`src/rtl/sync_fifo_flex.sv`:
```
// Single-clock FIFO with fill level, almost-full/almost-empty thresholds, sticky error flags
// and selectable FWFT read. Define SYNC_FIFO_HWM_EN to add the hwm high-water-mark output.
module sync_fifo_flex #(
    parameter int ADDR_WIDTH = 4,
    parameter int DATA_WIDTH = 32,
    parameter int AF_LEVEL   = 12,
    parameter int AE_LEVEL   = 2,
    parameter int FWFT       = 0
) (
    input  logic                  clk,
    input  logic                  rst,
    input  logic                  winc,
    input  logic [DATA_WIDTH-1:0] wdata,
    output logic                  full,
    output logic                  almost_full,
    input  logic                  rinc,
    output logic [DATA_WIDTH-1:0] rdata,
    output logic                  empty,
    output logic                  almost_empty,
    output logic [ADDR_WIDTH:0]   level,
    input  logic                  clr_err,
    output logic                  overflow,
    output logic                  underflow
`ifdef SYNC_FIFO_HWM_EN
    ,
    output logic [ADDR_WIDTH:0]   hwm
`endif
);

    localparam int                DEPTH   = 1 << ADDR_WIDTH;
    localparam logic [ADDR_WIDTH:0] DEPTH_L = DEPTH[ADDR_WIDTH:0];
    localparam logic [ADDR_WIDTH:0] AF_L    = AF_LEVEL[ADDR_WIDTH:0];
    localparam logic [ADDR_WIDTH:0] AE_L    = AE_LEVEL[ADDR_WIDTH:0];

    logic [DATA_WIDTH-1:0] mem [DEPTH];
    logic [ADDR_WIDTH:0]   wptr;
    logic [ADDR_WIDTH:0]   rptr;
    logic                  wr_ok;
    logic                  rd_ok;

    // The extra wrap bit on each pointer lets level distinguish full from empty.
    assign level        = wptr - rptr;
    assign full         = (level == DEPTH_L);
    assign empty        = (level == '0);
    assign almost_full  = (level >= AF_L);
    assign almost_empty = (level <= AE_L);

    assign wr_ok = winc & ~full;
    assign rd_ok = rinc & ~empty;

    always_ff @(posedge clk) begin
        if (rst) begin
            wptr <= '0;
            rptr <= '0;
        end else begin
            if (wr_ok) wptr <= wptr + 1'b1;
            if (rd_ok) rptr <= rptr + 1'b1;
        end
    end

    always_ff @(posedge clk) begin
        if (wr_ok && !rst) mem[wptr[ADDR_WIDTH-1:0]] <= wdata;
    end

    // A new error event in the same cycle as clr_err keeps the flag set.
    always_ff @(posedge clk) begin
        if (rst) begin
            overflow  <= 1'b0;
            underflow <= 1'b0;
        end else begin
            if (winc & full)  overflow <= 1'b1;
            else if (clr_err) overflow <= 1'b0;
            if (rinc & empty)  underflow <= 1'b1;
            else if (clr_err)  underflow <= 1'b0;
        end
    end

    generate
        if (FWFT != 0) begin : g_fwft
            assign rdata = mem[rptr[ADDR_WIDTH-1:0]];
        end else begin : g_std
            always_ff @(posedge clk) begin
                if (rst)        rdata <= '0;
                else if (rd_ok) rdata <= mem[rptr[ADDR_WIDTH-1:0]];
            end
        end
    endgenerate

`ifdef SYNC_FIFO_HWM_EN
    logic [ADDR_WIDTH:0] level_nxt;

    always_comb begin
        level_nxt = level;
        if (wr_ok && !rd_ok)      level_nxt = level + 1'b1;
        else if (rd_ok && !wr_ok) level_nxt = level - 1'b1;
    end

    always_ff @(posedge clk) begin
        if (rst || clr_err)       hwm <= '0;
        else if (level_nxt > hwm) hwm <= level_nxt;
    end
`endif

endmodule
```
`config.mk`:
```
export PLATFORM = sky130hd
export DESIGN_NAME = sync_fifo_flex
export DESIGN_NICKNAME = d
export VERILOG_FILES = /design/src/rtl/sync_fifo_flex.sv
export SDC_FILE = /design/constraint.sdc
export NUM_CORES = 1
export LEC_CHECK = 0
export ABC_AREA = 1
export BUFFER_PORTS_ARGS = -buffer_cell sky130_fd_sc_hd__buf_2
export CORE_ASPECT_RATIO = 0.75
export CORE_MARGIN = 2
export CORE_UTILIZATION = 50
export DETAILED_ROUTE_END_ITERATION = 6
export PLACE_DENSITY = 0.72
export SLEW_MARGIN = 25
export SYNTH_ARGS = -nofsm -noshare
export SYNTH_HDL_FRONTEND = slang
export SYNTH_SLANG_ARGS = --single-unit
```
`constraint.sdc`:
```
create_clock -name clk -period 5.94 [get_ports clk]
set_input_delay 1.485 -clock clk [delete_from_list [all_inputs] [get_ports clk]]
set_output_delay 1.485 -clock clk [all_outputs]
set_load 0.01 [all_outputs]
```
=== Yosys cells after proc, flatten, opt, wreduce, memory -nomap -nowiden ===
Memory sizes are Yosys's and may differ from the RTL's. A register that Yosys moved wholly into a read port is not among the register bits.
Index checks and enable logic that the tools add are counted.

* Flip-flop bits (word level): 12
* Latch bits: 0
* Memory bits (writable): 512
* ROM bits: 0
* Bits of input ports: 37
* Word-level logic and storage cells: 27
* Memories: 1

{| class="wikitable"
|+ Memory list
! name !! depth !! width !! read ports !! clocked after Yosys merged registers in !! wr ports !! RTL line !! RTL
|-
| mem || 16 || 32 || 1 || 1 || 1 || 35 || <nowiki>logic [DATA_WIDTH-1:0] mem [DEPTH];</nowiki>
|}

* Add/sub/neg operators: 3
* Multiply operators: 0
* Div/mod/pow operators: 0
* Order comparisons: 2
* Equal/unequal tests: 1
* Shift operators: 0
* Multiplexer cells: 5
* Bitwise logic cells: 6
* Reduce and logical (&&, ||, !) cells: 5

{| class="wikitable"
|+ Operators by type and width
! operator !! count
|-
| $add A5 B1 Y5 const B || 2
|-
| $eq A5 B5 Y1 const B || 1
|-
| $ge A5 B4 Y1 const B || 1
|-
| $le A5 B2 Y1 const B || 1
|-
| $logic_not A5 Y1 || 1
|-
| $mux W1 || 5
|-
| $sub A5 B5 Y5 || 1
|-
| $and A1 B1 Y1 || 4
|-
| $reduce_bool A2 Y1 || 2
|-
| $not A1 Y1 || 2
|-
| $logic_and A1 B1 Y1 || 1
|-
| $logic_not A1 Y1 || 1
|}

=== Longest topological paths before layout ===
Gate-level depths: netlist (run 1).

* Depth after elaboration: 7
* Gate-level depth with buffers: 16

=== Least setup slack after synthesis (run 1) ===
No wires, ideal clock.

* Path type: input port to flip-flop
* Start point: in rst
* End point: mem mem[4][0] (enable)
* Setup time: 468 ps
* Data arrival time: 4646 ps
* Setup slack: 826 ps
* Cell stages on the path: 5
* Path through: clkbuf_1 -> inv_1 -> clkbuf_1 -> nand3_1 -> nor3b_1

* Longest elaborated chain between the ends: 4

{| class="wikitable"
|+ Ends and longest elaborated chain
! element !! RTL line !! RTL
|-
| start, declared || 11 || <nowiki>input logic rst,</nowiki>
|-
| $logic_not A1 Y1 || 62 || <nowiki>if (wr_ok && !rst) mem[wptr[ADDR_WIDTH-1:0]] <= wdata;</nowiki>
|-
| $logic_and A1 B1 Y1 || 62 ||
|-
| $mux W1 || 62 ||
|-
| $mux W1 (implied by the code) || 62 ||
|-
| end, declared || 35 ||
|}

Every way passes these cells.

=== Worst setup path after layout (run 1) ===
* Start point: reg rptr[3]
* End point: out almost_empty

* Longest elaborated chain between the ends: 2

{| class="wikitable"
|+ Ends and longest elaborated chain
! element !! RTL line !! RTL
|-
| start, declared || 37 || <nowiki>logic [ADDR_WIDTH:0] rptr;</nowiki>
|-
| start signal, assigned || 57 || <nowiki>if (rd_ok) rptr <= rptr + 1'b1;</nowiki>
|-
| $sub A5 B5 Y5 || 42 || <nowiki>assign level = wptr - rptr;</nowiki>
|-
| $le A5 B2 Y1 || 46 || <nowiki>assign almost_empty = (level <= AE_L);</nowiki>
|-
| end, declared || 19 || <nowiki>output logic almost_empty,</nowiki>
|}

Every way passes these cells.

==> impl_metrics.py, run 1 <==
metrics = {
    "synthesis": {
        "synth.most_common_cell": "edfxtp_1",
        "netlist_top_cells_count": "edfxtp_1 (512), nand2_1 (508), nor2_1 (416)",
        "yosys-mux-area-fraction": 0,
        "synth_xor_area_frac": 0.00377,
        "syn_avg_cell_area_sq_um": 10.9,
        "synth_top_family_by_area": "simple AND/OR/NAND/NOR gates",
        "synthesis.instances": 2099,
        "synth_compound_area_frac": 0.0509,
        "async_reset_ff_frac": 0,
        "ys_seq_area_frac": 0.709,
        "synthTopCellsByArea": "edfxtp_1 (67%), nand2_1 (8.3%), nor2_1 (6.8%)",
        "synthAdderAreaFrac": 0.00579,
        "yosys_warnings": 0,
        "synth_nets": 2146,
        "synth.lib_cells_used.distinct": 32,
        "yosysTopAreaCell": "edfxtp_1",
        "synth_flop_cell": "edfxtp_1",
        "syn-cell-area_sq_mm": 0.0229,
        "synth-edff-count": 512,
        "synth_seq_cells": 556,
        "yosys.area_share.simple": 0.192,
        "yosysTopAreaCellShare": 0.671,
    },
    "clock_network": {
        "clock_tree.buffer_depth": 3,
        "clk_pin_slew_worst_paths_ns": 0.06,
        "cts_resized": 0,
        "cts_tree": "built",
        "cts_buffers": 52,
        "cts_hold_buffers": 0,
        "htreeDepth": 2,
        "cts_sinks": 556,
        "cts-root-buf": "clkbuf_16",
        "cts_setup_buffers": 0,
        "clock_latency_ns": 0.59,
    },
    "cells_and_area": {
        "area_growth_pct": 11.9,
        "final_nets": 2195,
        "fill_cells": 3663,
        "final_cells": 2777,
        "n_antenna_cell": 0,
        "drive_above_1_share": 0.116,
    },
    "floorplanning": {
        "rows": 67,
        "die_w_microns": 251,
        "io_pins": 80,
        "fp.dieH_microns": 189,
        "start_util": 0.510,
        "core_sq_mm": 0.0449,
        "dieArea_sq_mm": 0.0476,
    },
    "grt": {
        "grt_use_met3": 0.0359,
        "grt-busiest-layer": "met2",
        "antenna_found_initial": 0,
        "use_met1": 0.329,
        "grt_start_max_net_pins": 128,
        "grt_pass1_wl_mm": 84.0,
        "met2_usage": 0.361,
        "grt_pass1_vias": 14500,
        "grt_use_total": 0.229,
        "gr-total-overflow": 0,
    },
    "status": {
        "status": "completed",
    },
    "setup_path": {
        "r2r_cells": 13,
        "path_class": "register to output port",
        "cp-end-kind": "output port",
        "arrival_ns": 2.82,
        "cp.required_ns": 4.45,
        "worstPathMaxFanout": 35,
        "setup.worst_path.start_class": "register",
    },
    "flow_run": {
        "max_cap_violations": 0,
    },
    "sta": {
        "maxSlewViolCount": 0,
        "fin_setup_tns_ns": 0,
        "setup_viol": 0,
        "slew_headroom": 0.273,
        "fin_ws_ns": 1.64,
        "min_period_ns": 4.30,
        "fin_crit_sh": 0.725,
        "tightest_slew_ns": 1.09,
        "clock_skew_ns": 0.0269,
        "hold_viol_final": 0,
        "rsz0062_at_grt": "no",
        "timing.fmax_mhz": 232,
    },
    "detailed_routing": {
        "first_pass_iters": 5,
        "viasPerCell": 5.44,
        "initialDrtViolationCount": 1462,
        "antenna_left": 0,
        "wl_per_cell_microns": 19.6,
        "num_vias": 15100,
        "drc": 0,
        "drt-total-wl_mm": 54.5,
    },
    "power": {
        "ir_drop_mv": 0.274,
        "p_leak_nw": 9.54,
        "power_density_mw_per_mm2": 361,
    },
    "worst_hold_path": {
        "min_path_cells": 2,
        "hold_path_class": "register to register",
    },
    "placement": {
        "gp_congestion": 0.864,
        "hpwlAfterDp_mm": 31.2,
        "portBuffers": 79,
        "dp.cells": 2677,
        "dp_worst_setup_slack_ns": 1.66,
    },
}
layout make-up:
| class | instances | area, sq um | area share |
|---|---|---|---|
| Tap cell | 586 | 733 | 0.0286 |
| Clock buffer | 76 | 1470 | 0.0575 |
| Timing Repair Buffer | 110 | 764 | 0.0298 |
| Multi-Input combinational cell | 1342 | 5890 | 0.230 |
| Clock inverter | 21 | 189 | 0.00737 |
| Inverter | 86 | 329 | 0.0128 |
| Sequential cell | 556 | 16300 | 0.634 |
cells in the final DEF (no fill, tap or decap), types with 8 or more instances in the layout:
master,netlist,final
o21ai_1,8,8
clkbuf_1,46,18
dfxtp_1,44,41
clkbuf_16,0,54
ha_1,9,9
nor2_1,416,406
buf_2,42,79
a21oi_1,9,9
buf_4,9,22
nand2_1,508,508
nor2_4,1,11
inv_1,82,82
o21ai_0,216,216
nor2_2,40,40
nand3_1,109,109
edfxtp_1,512,512
clkinv_2,0,13
worst paths after layout:
check / from / to / slack, ns
setup reg to reg: rptr[3] / mem[13][21] / 1.70
setup / recovery: rptr[3] / almost_empty / 1.64
hold / removal: overflow / overflow / 0.48
hold reg to reg: overflow / overflow / 0.48
critical path, stage by stage, from the launching register on:
cell and delay, ns:
dfxtp_1 0.33, inv_2 0.62, ha_1 0.42, nand2_1 0.09, nand2_1 0.07, inv_1 0.06, nand2_1 0.06, nand2_1 0.06
nand2_1 0.11, nor4_1 0.25, buf_2 0.18
metal layers:
metal  vias up  part of all wire
met2       641              0.46
met3       100             0.079
met5         -                 0
met4         0             0.029
met1      7204              0.43
li1       7151                 -
logic make-up after synthesis:
kind of cell | after synthesis
flops | 556
simple gates | 1090
compound gates | 233
xor+xnor | 9
fa+ha+maj | 10
buf+inv | 201
sequential cells by signal (all words and copies together) (netlist names):
| name | flops |
|---|---|
| mem | 512 |
| rdata | 32 |
| rptr | 5 |
| wptr | 5 |
| overflow | 1 |
| underflow | 1 |
per-stage QoR:
step | instance area [sq um] | hold slack [ns] | util | power [W]
final | 25600 | 0.482 | 0.571 | 0.00925
after global routing | 25600 | 0.506 | 0.571 | 0.00965
after CTS | 25600 | 0.482 | 0.569 | 0.00929
after detailed placement | 23900 | 0.473 | 0.532 | 0.00606
after global placement | 23800 | 0.467 | 0.530 | 0.00603
after floorplan | 22900 | 0.465 | - | 0.00561
report_power, final:
group / leakage, nW / total [W] / switching (W) / internal [W]
sequential: 4.98 / 0.00443 / 0.0000616 / 0.00437
combinational: 3.74 / 0.00155 / 0.00109 / 0.000466
clock: 0.818 / 0.00327 / 0.00142 / 0.00185
total: 9.54 / 0.00925 / 0.00256 / 0.00669
Power figures use the tool's default switching activity.
==> inputs of run 2 (changes only) <==
clock period = 4.4 ns   (was 5.94 ns; I/O delays follow)
==> run 2 against run 1 <==
Worst setup slack lost 0.93 ns. Die area unchanged. Power is 35% higher. Design area grew 0.18%. First-iteration DRC count grew 18%. Flip-flop and latch count stayed put. Global-route usage decreased by 0.25 points. Via count rose by 0.48%. Register-to-register slack worse by 0.91 ns. Sequential power is 35% higher. Largest cell class unchanged.
==> impl_metrics.py, run 2 (synthesis gave the netlist of run 1 again) <==
metrics = {
    "status": {
        "status": "completed",
    },
    "setup_path": {
        "arrival_ns": 2.59,
        "r2r_cells": 13,
        "worstPathMaxFanout": 6,
        "cp.required_ns": 3.30,
        "setup.worst_path.start_class": "register",
        "cp-end-kind": "output port",
        "path_class": "register to output port",
        "r2r-start": "wptr[0]",
        "r2r_slack_ns": 0.79,
        "worst_r2r_endpoint": "mem[14][8]",
    },
    "floorplanning": {
        "dieArea_sq_mm": 0.0476,
        "start_util": 0.510,
        "fp.dieH_microns": 189,
        "core_sq_mm": 0.0449,
        "rows": 67,
        "io_pins": 80,
        "die_w_microns": 251,
    },
    "power": {
        "ir_drop_mv": 0.325,
        "power_frac_clock": 0.352,
        "switchingPower_w": 0.00344,
        "pwr-share-comb": 0.169,
        "power_density_mw_per_mm2": 485,
        "swShare": 0.276,
        "pwr-share-seq": 0.480,
        "p_leak_nw": 9.55,
        "intPower_w": 0.00903,
    },
    "detailed_routing": {
        "viasPerCell": 5.45,
        "wl_per_cell_microns": 19.3,
        "antenna_left": 0,
        "wl_met2_mm": 24.7,
        "wl_met1_mm": 23.5,
        "top_layer_used": "met4",
        "first_pass_iters": 7,
        "drc": 0,
        "met3_length_mm": 4.33,
        "num_vias": 15200,
        "drt-total-wl_mm": 53.8,
        "initialDrtViolationCount": 1721,
    },
    "clock_network": {
        "clock_latency_ns": 0.58,
        "cts_hold_buffers": 0,
        "cts-root-buf": "clkbuf_16",
        "cts_buffers": 52,
        "clock_tree.buffer_depth": 3,
        "cts_sinks": 556,
        "cts_resized": 0,
        "htreeDepth": 2,
        "clk_pin_slew_worst_paths_ns": 0.06,
        "cts_setup_buffers": 0,
        "cts_tree": "built",
    },
    "cells_and_area": {
        "largest_reg_flops": 512,
        "fill_cells": 3651,
        "final_common_cell": "edfxtp_1",
        "drive_above_1_share": 0.119,
        "area_growth_pct": 12.1,
        "final_nets": 2205,
        "layout_common_cells": "edfxtp_1 (512), nand2_1 (508), nor2_1 (406), o21ai_0 (216), nand3_1 (109)",
        "fin_area_sq_mm": 0.0257,
    },
    "placement": {
        "portBuffers": 79,
        "hpwlAfterDp_mm": 30.3,
        "gp_congestion": 0.824,
        "placed_cell_area_sq_mm": 0.0240,
    },
    "sta": {
        "clock_skew_ns": 0.0117,
        "maxSlewViolCount": 0,
        "setup_viol": 0,
        "timing.fmax_mhz": 271,
        "tightest_slew_ns": 1.04,
        "hold_viol_final": 0,
        "fin_crit_sh": 0.839,
        "min_period_ns": 3.69,
        "slew_headroom": 0.308,
        "rsz0062_at_grt": "no",
        "hold_ws_ns": 0.468,
    },
    "grt": {
        "grt_pass1_vias": 14600,
        "grt_use_total": 0.227,
        "gr-total-overflow": 0,
        "grt_pass1_wl_mm": 83.6,
        "antenna_found_initial": 1,
        "grt_start_max_net_pins": 183,
    },
    "worst_hold_path": {
        "hold_start": "underflow",
        "min_path_cells": 2,
        "whs_endpoint": "underflow",
        "hold_path_class": "register to register",
    },
    "flow_run": {
        "max_cap_violations": 0,
    },
}
==> run 2: final cells by class <==
| cell class | count | area [sq um] | area share |
|---|---|---|---|
| Clock inverter | 27 | 238 | 0.00925 |
| Clock buffer | 67 | 1410 | 0.0548 |
| Tap cell | 586 | 733 | 0.0285 |
| Sequential cell | 556 | 16300 | 0.633 |
| Multi-Input combinational cell | 1342 | 5890 | 0.229 |
| Timing Repair Buffer | 120 | 823 | 0.0320 |
| Antenna cell | 1 | 2.50 | 0.0000974 |
| Inverter | 86 | 329 | 0.0128 |
==> run 2: how the worst max path moves through the flow <==
stage / from / to / slack, ns
final: wptr[0] / almost_empty / 0.71
after global routing: wptr[0] / almost_empty / 0.55
after CTS: wptr[0] / almost_empty / 0.70
after detailed placement: wptr[0] / mem[14][4] / 0.83
after global placement: wptr[0] / mem[14][1] / 0.89
after floorplan: rptr[2] / mem[10][0] / -0.23
==> run 2: worst max-delay path, cell delays in order, from the launching register on <==
cell     delay, ns
dfxtp_1       0.43
inv_1         0.12
ha_1          0.24
fa_1          0.45
nor2_1        0.13
nor2_1        0.06
nand2_1       0.06
nand2_1       0.11
nor4_1        0.25
buf_2         0.18
==> run 2: metal layers <==
metal  GRT usage  up-vias
met5           0        -
met4      0.0620        0
met3      0.0359       82
met2       0.360      622
li1            -     7168
met1       0.329     7296
==> run 2: stage by stage <==
stage | util | cells | setup TNS (ns) | power, W | setup WS [ns]
floorplan | - | 2099 | -43.45 | 0.00757 | -0.226
global placement | 0.535 | 2689 | 0 | 0.00815 | 0.891
detailed placement | 0.535 | 2689 | 0 | 0.00820 | 0.827
CTS | 0.571 | 2783 | 0 | 0.0125 | 0.699
global route | 0.572 | 2785 | 0 | 0.0130 | 0.553
finish | 0.572 | 2785 | 0 | 0.0125 | 0.706
==> run 2: power groups by stage <==
stage          registers (W)  logic, W  clock network, W
2_1_floorplan        0.00610   0.00147                 0
3_3_place_gp         0.00609   0.00206                 0
3_5_place_dp         0.00610   0.00210                 0
4_1_cts              0.00598   0.00212           0.00444
5_1_grt              0.00599   0.00238           0.00466
6_report             0.00598   0.00210           0.00439
==> inputs of run 3 (changes only) <==
ABC_AREA = 0   (was 1)
PLACE_DENSITY = 0.75   (was 0.72)
clock period = 3.13 ns   (was 4.4 ns; I/O delays follow)
==> run 3 against run 2 <==
The run now ends with negative setup slack left. Global-route usage rose by 0.33 points. First-iteration DRC count is 22% lower. Cell count down 34%. Critical path type unchanged.
==> impl_metrics.py, run 3 <==
metrics = {
    "detailed_routing": {
        "wl_per_cell_microns": 28.0,
        "first_pass_iters": 6,
        "viasPerCell": 6.36,
        "antenna_left": 0,
        "num_vias": 11700,
        "initialDrtViolationCount": 1349,
        "drt-total-wl_mm": 51.7,
        "drc": 0,
    },
    "synthesis": {
        "synth_flop_cell": "edfxtp_1",
        "synth_seq_cells": 556,
        "yosysTopAreaCellShare": 0.710,
        "synth_nets": 1145,
        "synthTopCellsByArea": "edfxtp_1 (71%), mux4_2 (13%), dfxtp_1 (4.1%)",
        "synth.lib_cells_used.distinct": 48,
        "netlist_top_cells_count": "edfxtp_1 (512), mux4_2 (127), o22ai_1 (62)",
        "synth-edff-count": 512,
        "syn-cell-area_sq_mm": 0.0217,
        "yosys_warnings": 0,
        "synthesis.instances": 1098,
        "async_reset_ff_frac": 0,
        "yosysTopAreaCell": "edfxtp_1",
        "syn_avg_cell_area_sq_um": 19.7,
        "synth.most_common_cell": "edfxtp_1",
        "ys_seq_area_frac": 0.751,
    },
    "setup_path": {
        "crit_path_max_incr_delay_ns": 0.40,
        "path_cells": "inv_2, ha_4, fa_2, buf_4, xnor2_4, nor4_4, mux2i_4, buf_12, nor2_4, buf_6",
        "cp_slowest_cell": "fa_2",
        "arrival_ns": 2.51,
        "cp_top_family": "adder cells",
        "cp.required_ns": 2.35,
        "r2r_cells": 12,
        "worst_r2r_endpoint": "mem[7][13]",
        "endpoint": "empty",
        "cp-end-kind": "output port",
        "crit_start": "wptr[0]",
        "path_buf_inv": 4,
        "worstPathMaxFanout": 4,
        "r2r-start": "wptr[0]",
        "cp.depth": 10,
        "setup.worst_path.start_class": "register",
        "path_class": "register to output port",
        "r2r_slack_ns": 0.10,
    },
    "placement": {
        "portBuffers": 79,
        "gp_congestion": 0.808,
        "dp_worst_setup_slack_ns": -0.0172,
        "hpwlAfterDp_mm": 28.2,
        "placed_cell_area_sq_mm": 0.0235,
    },
    "status": {
        "status": "finished, violations left",
        "failed_checks": "negative setup slack",
    },
    "sta": {
        "rsz0062_at_grt": "yes",
        "hold_viol_final": 0,
        "timing.fmax_mhz": 304,
        "setup_viol": 5,
        "fin_crit_sh": 1.05,
        "maxSlewViolCount": 0,
        "hold_ws_ns": 0.465,
        "slew_headroom": 0.315,
        "min_period_ns": 3.29,
        "clock_skew_ns": 0.0380,
        "tightest_slew_ns": 1.03,
        "fin_ws_ns": -0.161,
    },
    "cells_and_area": {
        "fill_cells": 2857,
        "final_common_cell": "edfxtp_1",
        "utilization": 0.601,
        "final_nets": 1278,
        "largest_reg_flops": 512,
        "drive_above_1_share": 0.327,
        "area_growth_pct": 17.5,
        "fin_area_sq_mm": 0.0255,
        "layout_common_cells": "edfxtp_1 (512), mux4_2 (127), buf_2 (75), o22ai_1 (62), clkbuf_16 (53)",
    },
    "grt": {
        "grt_pass1_wl_mm": 75.8,
        "gr-total-overflow": 0,
        "antenna_found_initial": 1,
        "grt_pass1_vias": 11800,
        "grt_use_total": 0.230,
        "grt_start_max_net_pins": 113,
    },
    "clock_network": {
        "clk_pin_slew_worst_paths_ns": 0.06,
        "cts_tree": "built",
        "cts-root-buf": "clkbuf_16",
        "clock_tree.buffer_depth": 3,
        "cts_buffers": 52,
        "htreeDepth": 2,
        "cts_sinks": 556,
        "clock_latency_ns": 0.61,
    },
    "floorplanning": {
        "rows": 65,
        "fp.dieH_microns": 184,
        "core_sq_mm": 0.0424,
        "die_w_microns": 244,
        "dieArea_sq_mm": 0.0450,
        "start_util": 0.511,
        "io_pins": 80,
    },
    "power": {
        "p_leak_nw": 8.06,
        "p_total_w": 0.0206,
        "ir_drop_mv": 1.01,
        "power_density_mw_per_mm2": 808,
    },
    "worst_hold_path": {
        "hold_path_class": "register to register",
    },
    "flow_run": {
        "max_cap_violations": 0,
    },
}
## run 3: changes by cell type after synthesis, sizes merged, moves of 32 or more
cell | previous run | this run
o22ai | 0 | 62
mux4 | 0 | 127
nand3 | 111 | 1
inv | 85 | 41
nand4 | 0 | 32
nand2 | 511 | 12
buf | 69 | 32
nor2 | 457 | 51
o21ai | 224 | 2
## run 3: worst min-delay path by stage
stage               startpoint   endpoint  depth (start not counted)
floorplan            rdata[28]  rdata[28]                          2
global placement     rdata[28]  rdata[28]                          2
detailed placement   rdata[28]  rdata[28]                          2
CTS                  rdata[28]  rdata[28]                          2
global route         rdata[28]  rdata[28]                          2
finish               rdata[28]  rdata[28]                          2
## run 3: cell type report
cell class | count | area (sq um) | area share
Multi-Input combinational cell | 424 | 5260 | 0.207
Timing Repair Buffer | 156 | 1340 | 0.0526
Clock inverter | 32 | 294 | 0.0116
Sequential cell | 556 | 16300 | 0.639
Antenna cell | 1 | 2.50 | 0.0000983
Inverter | 41 | 154 | 0.00605
Tap cell | 569 | 712 | 0.0280
Clock buffer | 66 | 1420 | 0.0559
## run 3: worst register-to-register path, delay by kind of cell, from the launching register on
| family | cells | cell delay, ns |
|---|---|---|
| adder cells (fa/ha/maj) | 2 | 0.55 |
| AND/OR/NAND/NOR | 2 | 0.38 |
| multiplexers | 1 | 0.19 |
| buffers and inverters | 5 | 0.94 |
| flip-flops | 1 | 0.33 |
| XOR/XNOR | 1 | 0.22 |
| AO/OA/AOI/OAI | 1 | 0.10 |
## run 3: cells by family (layout without fill, tap and decap cells)
family / after synthesis / after routing / synth area share
mux: 140 / 140 / 0.139
other cells: 0 / 1 / 0
simple gates: 127 / 127 / 0.0299
compound gates: 143 / 143 / 0.0481
flops: 556 / 556 / 0.751
xor+xnor: 4 / 4 / 0.00231
fa+ha+maj: 10 / 10 / 0.00612
buf+inv: 118 / 295 / 0.0235
## run 3: power breakdown
group	internal (W)	switching (W)
Sequential	0.00848	0.000232
Clock	0.00350	0.00276
Combinational	0.00236	0.00324
## run 3: stage by stage
step | std cells | setup TNS [ns]
floorplan | 1098 | -141.49
global placement | 1730 | -10.65
detailed placement | 1731 | -0.0172
CTS | 1839 | -0.654
global route | 1844 | -0.927
finish | 1845 | -0.496
## run 3: timing repair
item | in CTS | in global routing
hold buffers | 0 | 0
gates resized for setup | 14 | 9
gates cloned | 1 | 1
setup endpoints to repair | 5 | 127
pin swaps | 6 | 5
setup buffers | 10 | 5
## run 3: routing by layer
layer	up-vias	global-route usage	routed length (microns)
met5	-	0	0
met4	0	0.0810	1770
met3	113	0.0498	5320
met2	662	0.351	23600
met1	6100	0.333	21000
li1	4860	-	-
